`config.mk`:
```
export PLATFORM = sky130hd
export DESIGN_NAME = leap_retire_queue
export DESIGN_NICKNAME = d
export VERILOG_FILES = /design/src/rtl/rv32i_types.sv /design/src/rtl/leap_fifo.sv /design/src/rtl/leap_retire_queue.sv
export SDC_FILE = /design/constraint.sdc
export NUM_CORES = 1
export LEC_CHECK = 0
export CAP_MARGIN = 40
export CORE_MARGIN = 10
export CORE_UTILIZATION = 45
export CTS_CLUSTER_DIAMETER = 200
export DETAILED_ROUTE_END_ITERATION = 8
export HOLD_SLACK_MARGIN = 0.06
export PLACE_DENSITY = 0.82
export SLEW_MARGIN = 30
export SYNTH_ARGS = -nofsm -noshare
export SYNTH_HDL_FRONTEND = slang
export SYNTH_SLANG_ARGS = --single-unit
```
`constraint.sdc`:
```
create_clock -name clk -period 4.2 [get_ports clk]
set_clock_uncertainty 0.15 [all_clocks]
set_input_delay 0.84 -clock clk [delete_from_list [all_inputs] [get_ports clk]]
set_output_delay 0.84 -clock clk [all_outputs]
set_load 0.02 [all_outputs]
```
`src/rtl/rv32i_types.sv`:
```
// rv32i_types: shared RV32I word/register types, leap queue FSM states and queue entry layout.
package rv32i_types;
    typedef logic [31:0] rv32i_word;
    typedef logic [4:0]  rv32i_reg;
    typedef enum logic [1:0] {IDLE, CAPTURE, DRAIN} lrq_state_e;
    typedef struct packed {
        rv32i_reg  rd;
        rv32i_word data;
    } leap_entry_t;
endpackage

```
`src/rtl/leap_fifo.sv`:
```
// leap_fifo: circular buffer of leapt results (37-bit {rd,data} entries).
// Ports: clk, rst (async active-low), push/push_entry enqueue at tail,
// pop dequeues head, head_entry/head/count expose the head and occupancy,
// entries/valid expose every slot for the forwarding lookup.
module leap_fifo
    import rv32i_types::*;
#(
    parameter int DEPTH = 4,
    localparam int AW = $clog2(DEPTH),
    localparam int CW = AW + 1
) (
    input  logic                    clk,
    input  logic                    rst,
    input  logic                    push,
    input  leap_entry_t             push_entry,
    input  logic                    pop,
    output leap_entry_t             head_entry,
    output logic [AW-1:0]           head,
    output logic [CW-1:0]           count,
    output leap_entry_t [DEPTH-1:0] entries,
    output logic [DEPTH-1:0]        valid
);
    logic [AW-1:0] tail;

    assign head_entry = entries[head];

    // push and pop are never issued together by the owner FSM, so the
    // valid-bit updates cannot collide on one slot.
    always_ff @(posedge clk or negedge rst) begin
        if (!rst) begin
            head    <= '0;
            tail    <= '0;
            count   <= '0;
            valid   <= '0;
            entries <= '0;
        end else begin
            if (push) begin
                entries[tail] <= push_entry;
                valid[tail]   <= 1'b1;
                tail          <= tail + 1'b1;
            end
            if (pop) begin
                valid[head] <= 1'b0;
                head        <= head + 1'b1;
            end
            count <= count + CW'(push) - CW'(pop);
        end
    end
endmodule

```
`src/rtl/leap_retire_queue.sv`:
```
// leap_retire_queue: buffers results of instructions that leapfrog a stalled
// MA-stage cache miss and retires them to the regfile in order afterwards.
// Ports: clk, rst (async active-low); miss/ma_done from the stalled MA op;
// leap_valid/leap_rd/leap_data with leap_ready handshake; wb_busy blocks
// draining; drain_valid/drain_rd/drain_data regfile write from queue head;
// fwd_rs1/fwd_rs2 lookup returning fwd1/fwd2 hit and data.
// Build option: define LEAP_FWD_EN to enable the forwarding lookup;
// otherwise the forwarding outputs are tied to zero.
module leap_retire_queue
    import rv32i_types::*;
#(
    parameter int DEPTH = 4
) (
    input  logic        clk,
    input  logic        rst,
    input  logic        miss,
    input  logic        ma_done,
    input  logic        leap_valid,
    input  logic [4:0]  leap_rd,
    input  logic [31:0] leap_data,
    input  logic        wb_busy,
    output logic        leap_ready,
    output logic        drain_valid,
    output logic [4:0]  drain_rd,
    output logic [31:0] drain_data,
    input  logic [4:0]  fwd_rs1,
    input  logic [4:0]  fwd_rs2,
    output logic        fwd1_hit,
    output logic        fwd2_hit,
    output logic [31:0] fwd1_data,
    output logic [31:0] fwd2_data
);
    localparam int AW = $clog2(DEPTH);
    localparam int CW = AW + 1;

    lrq_state_e              state, next_state;
    logic [CW-1:0]           count;
    logic [AW-1:0]           head;
    leap_entry_t             head_entry;
    leap_entry_t [DEPTH-1:0] entries;
    logic [DEPTH-1:0]        valid;
    logic                    push;

    assign leap_ready  = (state == CAPTURE) && (count != CW'(DEPTH));
    // rd=0 leaps are accepted but never stored: x0 is never written.
    assign push        = leap_valid && leap_ready && (leap_rd != '0);
    assign drain_valid = (state == DRAIN) && (count != '0) && !wb_busy;
    assign drain_rd    = drain_valid ? head_entry.rd : '0;
    assign drain_data  = drain_valid ? head_entry.data : '0;

    leap_fifo #(.DEPTH(DEPTH)) u_fifo (
        .clk        (clk),
        .rst        (rst),
        .push       (push),
        .push_entry ({leap_rd, leap_data}),
        .pop        (drain_valid),
        .head_entry (head_entry),
        .head       (head),
        .count      (count),
        .entries    (entries),
        .valid      (valid)
    );

    always_ff @(posedge clk or negedge rst) begin
        if (!rst) state <= IDLE;
        else      state <= next_state;
    end

    // The CAPTURE exit looks at the occupancy including this cycle's push.
    always_comb begin
        next_state = state;
        case (state)
            IDLE:    next_state = miss ? CAPTURE : IDLE;
            CAPTURE: if (ma_done) next_state = (count + CW'(push) != '0) ? DRAIN : IDLE;
            DRAIN:   if (count == '0 || (drain_valid && count == CW'(1)))
                         next_state = miss ? CAPTURE : IDLE;
            default: next_state = IDLE;
        endcase
    end

`ifdef LEAP_FWD_EN
    logic [AW-1:0] idx;

    // Scan from head (oldest) towards tail so the last match is the youngest.
    always_comb begin
        fwd1_hit  = 1'b0;
        fwd1_data = '0;
        fwd2_hit  = 1'b0;
        fwd2_data = '0;
        idx       = '0;
        for (int i = 0; i < DEPTH; i++) begin
            idx = head + AW'(i);
            if (valid[idx] && entries[idx].rd == fwd_rs1 && fwd_rs1 != '0) begin
                fwd1_hit  = 1'b1;
                fwd1_data = entries[idx].data;
            end
            if (valid[idx] && entries[idx].rd == fwd_rs2 && fwd_rs2 != '0) begin
                fwd2_hit  = 1'b1;
                fwd2_data = entries[idx].data;
            end
        end
    end
`else
    logic unused_fwd;

    assign fwd1_hit   = 1'b0;
    assign fwd2_hit   = 1'b0;
    assign fwd1_data  = '0;
    assign fwd2_data  = '0;
    assign unused_fwd = ^{fwd_rs1, fwd_rs2, head, valid, entries};
`endif
endmodule
```
==> results.md, run 1 <==
* Outcome: completed
* Setup crit end kind: output pin
* Fin crit period at 3700 ps
* Post-route setup slack at 502 ps
* Initial DRC count at 119
* Leakage power at 0.00405 uW
* Critical-path top delay cell: clkdlybuf4s50_1
* Headroom to the max-slew limit at 0.654
* HPWL Detailed at 11300 microns
* Pin count of the biggest net entering global routing at 57
* Placer Congestion at 0.694
* Worst skew pair latency at 420 ps
* Commonest cells post-synth: dfrtp_1, mux2_2, buf_4
* CTS tree: built
* Die Height at 151 microns
* Fin Hold WS at 209 ps
* Critical-path cell list: clkdlybuf4s50_1 > nor3_2 > buf_12 > and2_1 > clkdlybuf4s50_1
* Cell variety after synth at 28
* Crit path max fanout at 41
* Post-synthesis cell area at 0.00775 sq mm
* Final worst-path cycle share at 0.881
* Post CTS Setup Buffer Count at 0
* Ys Warns at 0
* Max incr delay on CP at 630 ps
* Nets at 658
* Post-synthesis sequential area ratio at 0.507
* Initial Util at 0.463
* Measured slew at the worst slew-check pin at 519 ps
* Die area at 0.0229 sq mm
* Max Root-Sink Buffers at 2
* RR Startpoint: state[1]
* Die X at 151 microns
* CTS root buf: clkbuf_16
* Total negative slack at 0 ps
* Final core utilization at 0.547
* Cell with the most instances after synthesis: dfrtp_1
* Gr ovfl total at 0
* Cell repeated most along the worst path: clkdlybuf4s50_1
* Synth top area share at 0.507
* CTS Sinks at 157
* Worst hold path type: in -> async
* Core footprint at 0.0168 sq mm
* R2r setup slk at 1870 ps
* Reg2Reg Capture Point: state[1]
* Final wirelength at 16300 microns
* Area after DPL at 0.00860 sq mm
* Clk slew on worst S/H paths at 70 ps
* Asr flop ratio synth at 1.00
* Synth top area cells: dfrtp_1, mux2_2, mux4_2
* PortBufs at 81
* Unrepaired setup endpoints after global routing: false
* DRC Markers at 0
* Post-route ant nets at 0
* Largest area contributor in the netlist: dfrtp_1
* Worst Path Arrival at 2710 ps
* Fmax at 0.270 GHz
* Via count at 4171
* Post-cts hold buffer count at 0
* Startpoint types: primary input
* P&R area growth vs syn at 18.3%
* MaxCap Viol Count at 0
* Worst setup startpoint: wb_busy
* GRT Overall Usage at 0.146
* Setup CP Type: in -> out
* Placement Setup Slack at 541 ps
* DR WL/cell at 19.6 microns
* Synth Register Bits at 157
* Pwr/cell area at 707 mW/mm^2
* DRT Pass-1 Iters at 4
* First-pass GRT wire length at 25500 microns
* Final setup vio count at 0
* WP data required at 3210 ps
* I/O pin cnt at 158
* Post-synth EDFFs at 0
* Initial antenna violation count at 0
* Vias per cell at 5.03
* Number of global-route vias before repair at 4751
* # rows at 47
* Post-synthesis cell count at 513
* Layout cells sized above 1 at 0.389
* Worst-case reg-to-reg path depth at 8
* Avg Inst Size Synth at 15.1 sq um
* Final Max Tran Viols at 0
* Post-synth top flop: dfrtp_1
* CTS Buf Count at 17
* Htree depth at 4
* Final design instance area without fill at 0.00917 sq mm
* Worst vdd ir at 0.000350 V
* Final hold violations at 0
* # diodes at 0
* Post-CTS resize count at 0
## area by class of cell
cell class | count | area (sq um)
Multi-Input combinational cell | 323 | 3360
Inverter | 7 | 26.3
Sequential cell | 157 | 3930
Timing Repair Buffer | 91 | 1010
Fill cell | 1343 | 7590
Clock inverter | 15 | 148
Clock buffer | 17 | 425
Tap cell | 220 | 275
## per-layer routing
layer | part of all wire | track usage
met1 | 0.39 | 0.164
met4 | 0.017 | 0.0539
met5 | 0 | 0
met3 | 0.094 | 0.0477
met2 | 0.50 | 0.251
## per-stage QoR
| step | cells | total power (uW) |
|---|---|---|
| 2_1_floorplan | 578 | 4420 |
| 6_report | 830 | 6480 |
| 3_5_place_dp | 798 | 5080 |
| 4_1_cts | 830 | 6580 |
| 3_3_place_gp | 793 | 4870 |
| 5_1_grt | 830 | 6880 |
## flip-flops by register name, indices dropped and copies added, names as in the netlist
register / cells
u_fifo.head: 2
u_fifo.count: 3
u_fifo.tail: 2
state: 2
u_fifo.entries: 148
## critical path: cells and delay by family
kind                   cells  cell delay [ps]
and+or+nand+nor            2              500
buffers and inverters      3             1350
## cells in the final DEF, fill, tap and decap left out, types with 2 or more instances in the layout
cell | netlist | layout
dfrtp_1 | 157 | 155
mux2_2 | 141 | 141
clkdlybuf4s50_1 | 0 | 80
conb_1 | 1 | 66
mux4_2 | 37 | 37
and2_1 | 37 | 37
clkbuf_16 | 0 | 17
mux2_4 | 8 | 8
ha_1 | 8 | 8
buf_12 | 0 | 8
inv_1 | 7 | 7
inv_6 | 0 | 7
xnor2_1 | 4 | 4
nand4_4 | 4 | 4
nor2_1 | 3 | 3
inv_8 | 0 | 3
nor3_1 | 3 | 2
nand2_1 | 2 | 2
clkinvlp_4 | 0 | 2
clkinv_8 | 0 | 2
dfrtp_2 | 0 | 2
## cell families after synthesis
group,synth area share
AO/OA/AOI/OAI,0.00581
AND/OR/NAND/NOR,0.0484
adder cells (fa/ha/maj),0.0129
multiplexers,0.328
buffers and inverters,0.0923
flip-flops,0.507
XOR/XNOR,0.00565
other,0.000484
## worst max path at each step
stage | endpoint | slack, ps | cells after the start
floorplan | drain_data[22] | 1390 | 3
global placement | drain_rd[0] | 610 | 5
detailed placement | drain_rd[0] | 540 | 5
CTS | drain_rd[0] | 530 | 5
global route | drain_rd[0] | 410 | 5
finish | drain_rd[0] | 500 | 5
## power breakdown
group          internal [uW]  switching (uW)  leakage [uW]
registers               2250             441       0.00192
clock network            789             681      0.000277
logic                   1440             880       0.00185
total                   4480            2000       0.00405
No activity file was read; power rests on OpenSTA's default activity.
==> run 2: changes to the inputs <==
--- a/config.mk
+++ b/config.mk
@@ -5,7 +5,9 @@
 export SDC_FILE = /design/constraint.sdc
 export NUM_CORES = 1
 export LEC_CHECK = 0
+export ABC_AREA = 0
 export CAP_MARGIN = 40
+export CORE_ASPECT_RATIO = 1.75
 export CORE_MARGIN = 10
 export CORE_UTILIZATION = 45
 export CTS_CLUSTER_DIAMETER = 200
==> run 2 against run 1 <==
Clock-buffer cell count rose by 2. Largest cell class unchanged. Sequential power barely moved. Sequential share of layout area decreased by 0.099 points. Critical path depth down 1. Final cell count up 1.1%.
==> results.md, run 2 (same netlist as run 1, synthesis figures left out) <==
* Die X at 119 microns (-21%)
* Crit path max fanout at 25 (-39%)
* MaxCap Viol Count at 0 (unchanged)
* DRT Pass-1 Iters at 4 (unchanged)
* Htree depth at 4 (unchanged)
* Gr ovfl total at 0 (unchanged)
* Flip-flop count of the largest register after layout at 148 (unchanged)
* Worst Path Arrival at 2690 ps (-20 ps)
* Final Total Pwr at 6510 uW (+0.38%)
* PortBufs at 81 (unchanged)
* # diodes at 0 (unchanged)
* Initial Util at 0.458 (-0.00512)
* Worst hold path type: in -> async
* Top flop regs: u_fifo.entries (148), u_fifo.count (3)
* CTS tree: built
* P&R area growth vs syn at 18.6%
* # rows at 63 (+34%)
* Clk slew on worst S/H paths at 70 ps (about the same)
* Final Max Tran Viols at 0 (unchanged)
* GRT Overall Usage at 0.149 (+0.00367)
* Fin crit period at 3680 ps (-13.6 ps)
* Pin count of the biggest net entering global routing at 87 (+53%)
* WP data required at 3210 ps (about the same)
* CTS root buf: clkbuf_16
* Initial antenna violation count at 0 (unchanged)
* CTS Sinks at 157 (unchanged)
* Max Root-Sink Buffers at 2 (unchanged)
* Die area at 0.0231 sq mm (+0.90%)
* Setup CP Type: reg -> out
* Measured slew at the worst slew-check pin at 781 ps (+262 ps)
* Outcome: completed
* Leakage power at 0.00406 uW (+0.13%)
* Vias per cell at 5.10 (+1.6%)
* Final worst-path cycle share at 0.877 (-0.00325)
* Worst skew pair latency at 420 ps (about the same)
* Headroom to the max-slew limit at 0.480 (-0.174)
* Number of global-route vias before repair at 5065 (+6.6%)
* Worst-case reg-to-reg path depth at 5 (-3)
* Core footprint at 0.0169 sq mm (+1.1%)
* Fin Hold WS at 88.1 ps (-121 ps)
* R2r setup slk at 1790 ps (-80 ps)
* Unrepaired setup endpoints after global routing: false
* Post-cts hold buffer count at 0 (unchanged)
* Pwr/cell area at 708 mW/mm^2 (+0.15%)
* Commonest non-fill, non-tap cell in the layout: dfrtp_1
* I/O pin cnt at 158 (unchanged)
* HPWL Detailed at 11600 microns (+2.2%)
* Nets at 660 (+0.30%)
* Post CTS Setup Buffer Count at 0 (unchanged)
* DR WL/cell at 20.2 microns (+3.0%)
* Initial DRC count at 150 (+26%)
* First-pass GRT wire length at 27300 microns (+7.0%)
* Final hold violations at 0 (unchanged)
* Top reg by flops: u_fifo.entries
* Worst vdd ir at 0.000405 V (+16%)
* Post-route ant nets at 0 (unchanged)
* RR Startpoint: state[1]
* Final wirelength at 16900 microns (+4.1%)
* Setup crit end kind: output pin
* DRC Markers at 0 (unchanged)
* Startpoint types: flop
* Reg2Reg Capture Point: u_fifo.entries[109]
* Post-CTS resize count at 0 (unchanged)
* Layout cells sized above 1 at 0.387 (-0.00127)
* Most frequent cells in the layout: dfrtp_1, mux2_2, clkdlybuf4s50_1, conb_1
* Via count at 4282 (+2.7%)
* Fmax at 0.271 GHz (+0.37%)
* CTS Buf Count at 17 (unchanged)
* Total negative slack at 0 ps (unchanged)
* Die Height at 194 microns (+28%)
* Placer Congestion at 0.771 (+11%)
* Final setup vio count at 0 (unchanged)
-- run 2: cell count changes in the layout (fill, tap and decap cells not counted), sizes merged --
cell,before,now
buf,11,13
clkinv,3,8
clkinvlp,2,3
inv,17,8
bufinv,0,1
clkbuf,17,19
-- run 2: per-layer routing --
layer	vias to the layer above	global-route usage	wire length, microns
li1	1874	-	-
met3	26	0.0519	1190
met2	144	0.269	9260
met5	-	0	0
met4	0	0.0561	295
met1	2238	0.153	6180
-- run 2: critical path, stage by stage (launching register included) --
cell and delay (ps):
dfrtp_2 880, buf_4 340, mux4_2 330, and2_1 190, clkdlybuf4s50_1 540
-- run 2: layout make-up --
cell class | instances | area [sq um]
clock inverter | 13 | 120
inverter | 7 | 26.3
timing repair buffer | 93 | 1040
multi-input combinational | 323 | 3360
sequential | 157 | 3930
clock buffer | 19 | 433
tap | 227 | 284
fill | 1343 | 7750
-- run 2: report_power, final --
group          leakage (uW)  internal, uW  switching, uW  total [uW]
combinational       0.00187          1450            883        2330
clock              0.000263           818            635        1450
sequential          0.00192          2250            471        2720
total               0.00406          4520           1990        6510
-- run 2: metrics by stage --
step / setup slack (ps) / std cells / cell area (sq um) / utilization
2_1_floorplan: 1390 / 578 / 8000 / -
3_3_place_gp: 567 / 802 / 8500 / 0.502
3_5_place_dp: 547 / 806 / 8610 / 0.508
4_1_cts: 465 / 838 / 9170 / 0.541
5_1_grt: 440 / 839 / 9190 / 0.542
6_report: 515 / 839 / 9190 / 0.542
-- run 2: worst max path at each step --
stage | start | endpoint | slack [ps] | cells after the start
2_1_floorplan | wb_busy | drain_data[22] | 1390 | 3
3_3_place_gp | wb_busy | drain_data[26] | 570 | 5
3_5_place_dp | wb_busy | drain_data[26] | 550 | 5
4_1_cts | u_fifo.head[1] | drain_rd[1] | 460 | 4
5_1_grt | u_fifo.head[1] | drain_rd[1] | 440 | 4
6_report | u_fifo.head[1] | drain_rd[1] | 520 | 4
==> run 3: changes to the inputs <==
--- a/config.mk
+++ b/config.mk
@@ -14,7 +14,6 @@
 export DETAILED_ROUTE_END_ITERATION = 8
 export HOLD_SLACK_MARGIN = 0.06
 export PLACE_DENSITY = 0.82
-export SLEW_MARGIN = 30
 export SYNTH_ARGS = -nofsm -noshare
 export SYNTH_HDL_FRONTEND = slang
 export SYNTH_SLANG_ARGS = --single-unit
==> run 3 against run 2 <==
Sequential share of layout area increased by 0.23 points. Total power is 0.81% lower. Final area down 0.53%. Sequential power about the same. Critical path depth did not move. Die area unchanged. Global-route usage fell by 0.17 points.
==> results.md, run 3 (same netlist as run 1, synthesis figures left out) <==
* Outcome: completed
* Clk slew on worst S/H paths at 60 ps (about the same)
* DR WL/cell at 19.8 microns (-2.0%)
* Commonest non-fill, non-tap cell in the layout: dfrtp_1
* MaxCap Viol Count at 0 (unchanged)
* # rows at 63 (unchanged)
* Worst vdd ir at 0.000410 V (+1.2%)
* Final Max Tran Viols at 0 (unchanged)
* Core footprint at 0.0169 sq mm (unchanged)
* Setup CP Type: reg -> out
* Number of global-route vias before repair at 5118 (+1.0%)
* Placement Setup Slack at 568 ps (+21.7 ps)
* Final wirelength at 16500 microns (-2.3%)
* Crit path max fanout at 25 (unchanged)
* Pwr/cell area at 706 mW/mm^2 (-0.28%)
* Worst skew pair latency at 420 ps (about the same)
* Vias per cell at 5.16 (+1.0%)
* CTS root buf: clkbuf_16
* Worst Path Arrival at 2670 ps (-20 ps)
* GRT Overall Usage at 0.147 (-0.00170)
* Layout cells sized above 1 at 0.389 (+0.00127)
* Fin cells at 837 (-0.24%)
* Fillers at 1348 (+0.37%)
* Final Total Pwr at 6450 uW (-0.81%)
* HPWL Detailed at 11400 microns (-1.8%)
* Flip-flop count of the largest register after layout at 148 (unchanged)
* CTS Buf Count at 17 (unchanged)
* Final setup vio count at 0 (unchanged)
* Multi-input logic area at 0.00336 sq mm (unchanged)
* DRT Pass-1 Iters at 4 (unchanged)
* DRC Markers at 0 (unchanged)
* Startpoint types: flop
* First-pass GRT wire length at 27300 microns (about the same)
* Initial DRC count at 115 (-23%)
* Nets at 659 (-0.15%)
* Area after DPL at 0.00860 sq mm (-0.17%)
* CTS Sinks at 157 (unchanged)
* Top flop regs: u_fifo.entries (148), u_fifo.count (3)
* FF/Latch Area at 0.00393 sq mm (unchanged)
* Max Root-Sink Buffers at 2 (unchanged)
* Die Height at 194 microns (unchanged)
* Setup crit end kind: output pin
* WP data required at 3210 ps (about the same)
* Die area at 0.0231 sq mm (unchanged)
* Htree depth at 4 (unchanged)
* Pin count of the biggest net entering global routing at 87 (unchanged)
* Initial antenna violation count at 0 (unchanged)
* PortBufs at 81 (unchanged)
* CTS tree: built
* Post-CTS resize count at 0 (unchanged)
* Via count at 4316 (+0.79%)
* Post-cts hold buffer count at 0 (unchanged)
* Placer Congestion at 0.771 (unchanged)
* Unrepaired setup endpoints after global routing: false
* Die X at 119 microns (unchanged)
* Gr ovfl total at 0 (unchanged)
* Fmax at 0.273 GHz (+0.67%)
* Worst hold path type: in -> async
* Fin crit period at 3660 ps (-24.7 ps)
* I/O pin cnt at 158 (unchanged)
* P&R area growth vs syn at 17.9%
* Most frequent cells in the layout: dfrtp_1, mux2_2, clkdlybuf4s50_1, conb_1
* Initial Util at 0.458 (unchanged)
* Placed Cells at 806 (unchanged)
* Post CTS Setup Buffer Count at 0 (unchanged)
* Final hold violations at 0 (unchanged)
* Leakage power at 0.00403 uW (-0.73%)
* Headroom to the max-slew limit at 0.478 (-0.00134)
* Post-route setup slack at 540 ps (+24.7 ps)
* Final worst-path cycle share at 0.871 (-0.00587)
* Total negative slack at 0 ps (unchanged)
* Measured slew at the worst slew-check pin at 783 ps (+2.01 ps)
* Top reg by flops: u_fifo.entries
* Post-route ant nets at 0 (unchanged)
* Final design instance area without fill at 0.00914 sq mm (-0.53%)
* # diodes at 0 (unchanged)
-- run 3: path summary, 6_finish.rpt --
path                                  endpoint  cells past startpoint               start  slack, ps
min in group clk            u_fifo.entries[81]                      1  u_fifo.entries[81]        350
max in group asynchronous  u_fifo.entries[117]                      2                 rst       2680
max                                drain_rd[1]                      4      u_fifo.head[1]        540
min                         u_fifo.entries[78]                      1                 rst        310
max reg2reg                 u_fifo.entries[17]                      5            state[1]       1890
min reg2reg                 u_fifo.entries[81]                      1  u_fifo.entries[81]        350
-- run 3: critical path, cell delays in order (launching register included) --
cell and delay (ps):
dfrtp_2 850, buf_4 340, mux4_2 320, and2_1 190, clkdlybuf4s50_1 540
-- run 3: power breakdown --
group	switching (uW)	total [uW]	internal (uW)
combinational	873	2310	1440
clock	646	1430	780
sequential	464	2720	2250
-- run 3: layout make-up --
class / count / share of cell area
inverter: 7 / 0.00287
clock buffer: 18 / 0.0480
multi-input combinational: 323 / 0.367
timing repair buffer: 92 / 0.109
sequential: 157 / 0.430
clock inverter: 13 / 0.0118
tap: 227 / 0.0311
-- run 3: through the flow --
| stage | util | hold WS [ps] |
|---|---|---|
| after floorplan | - | 315 |
| after global placement | 0.502 | 331 |
| after detailed placement | 0.507 | 339 |
| after CTS | 0.540 | 337 |
| after global routing | 0.540 | 370 |
| final | 0.540 | 313 |
-- run 3: layer usage --
layer / wire (microns) / global-route usage / vias to the layer above
li1: - / - / 1874
met1: 6080 / 0.153 / 2273
met2: 8980 / 0.266 / 141
met3: 1140 / 0.0449 / 28
met4: 348 / 0.0616 / 0
met5: 0 / 0 / -
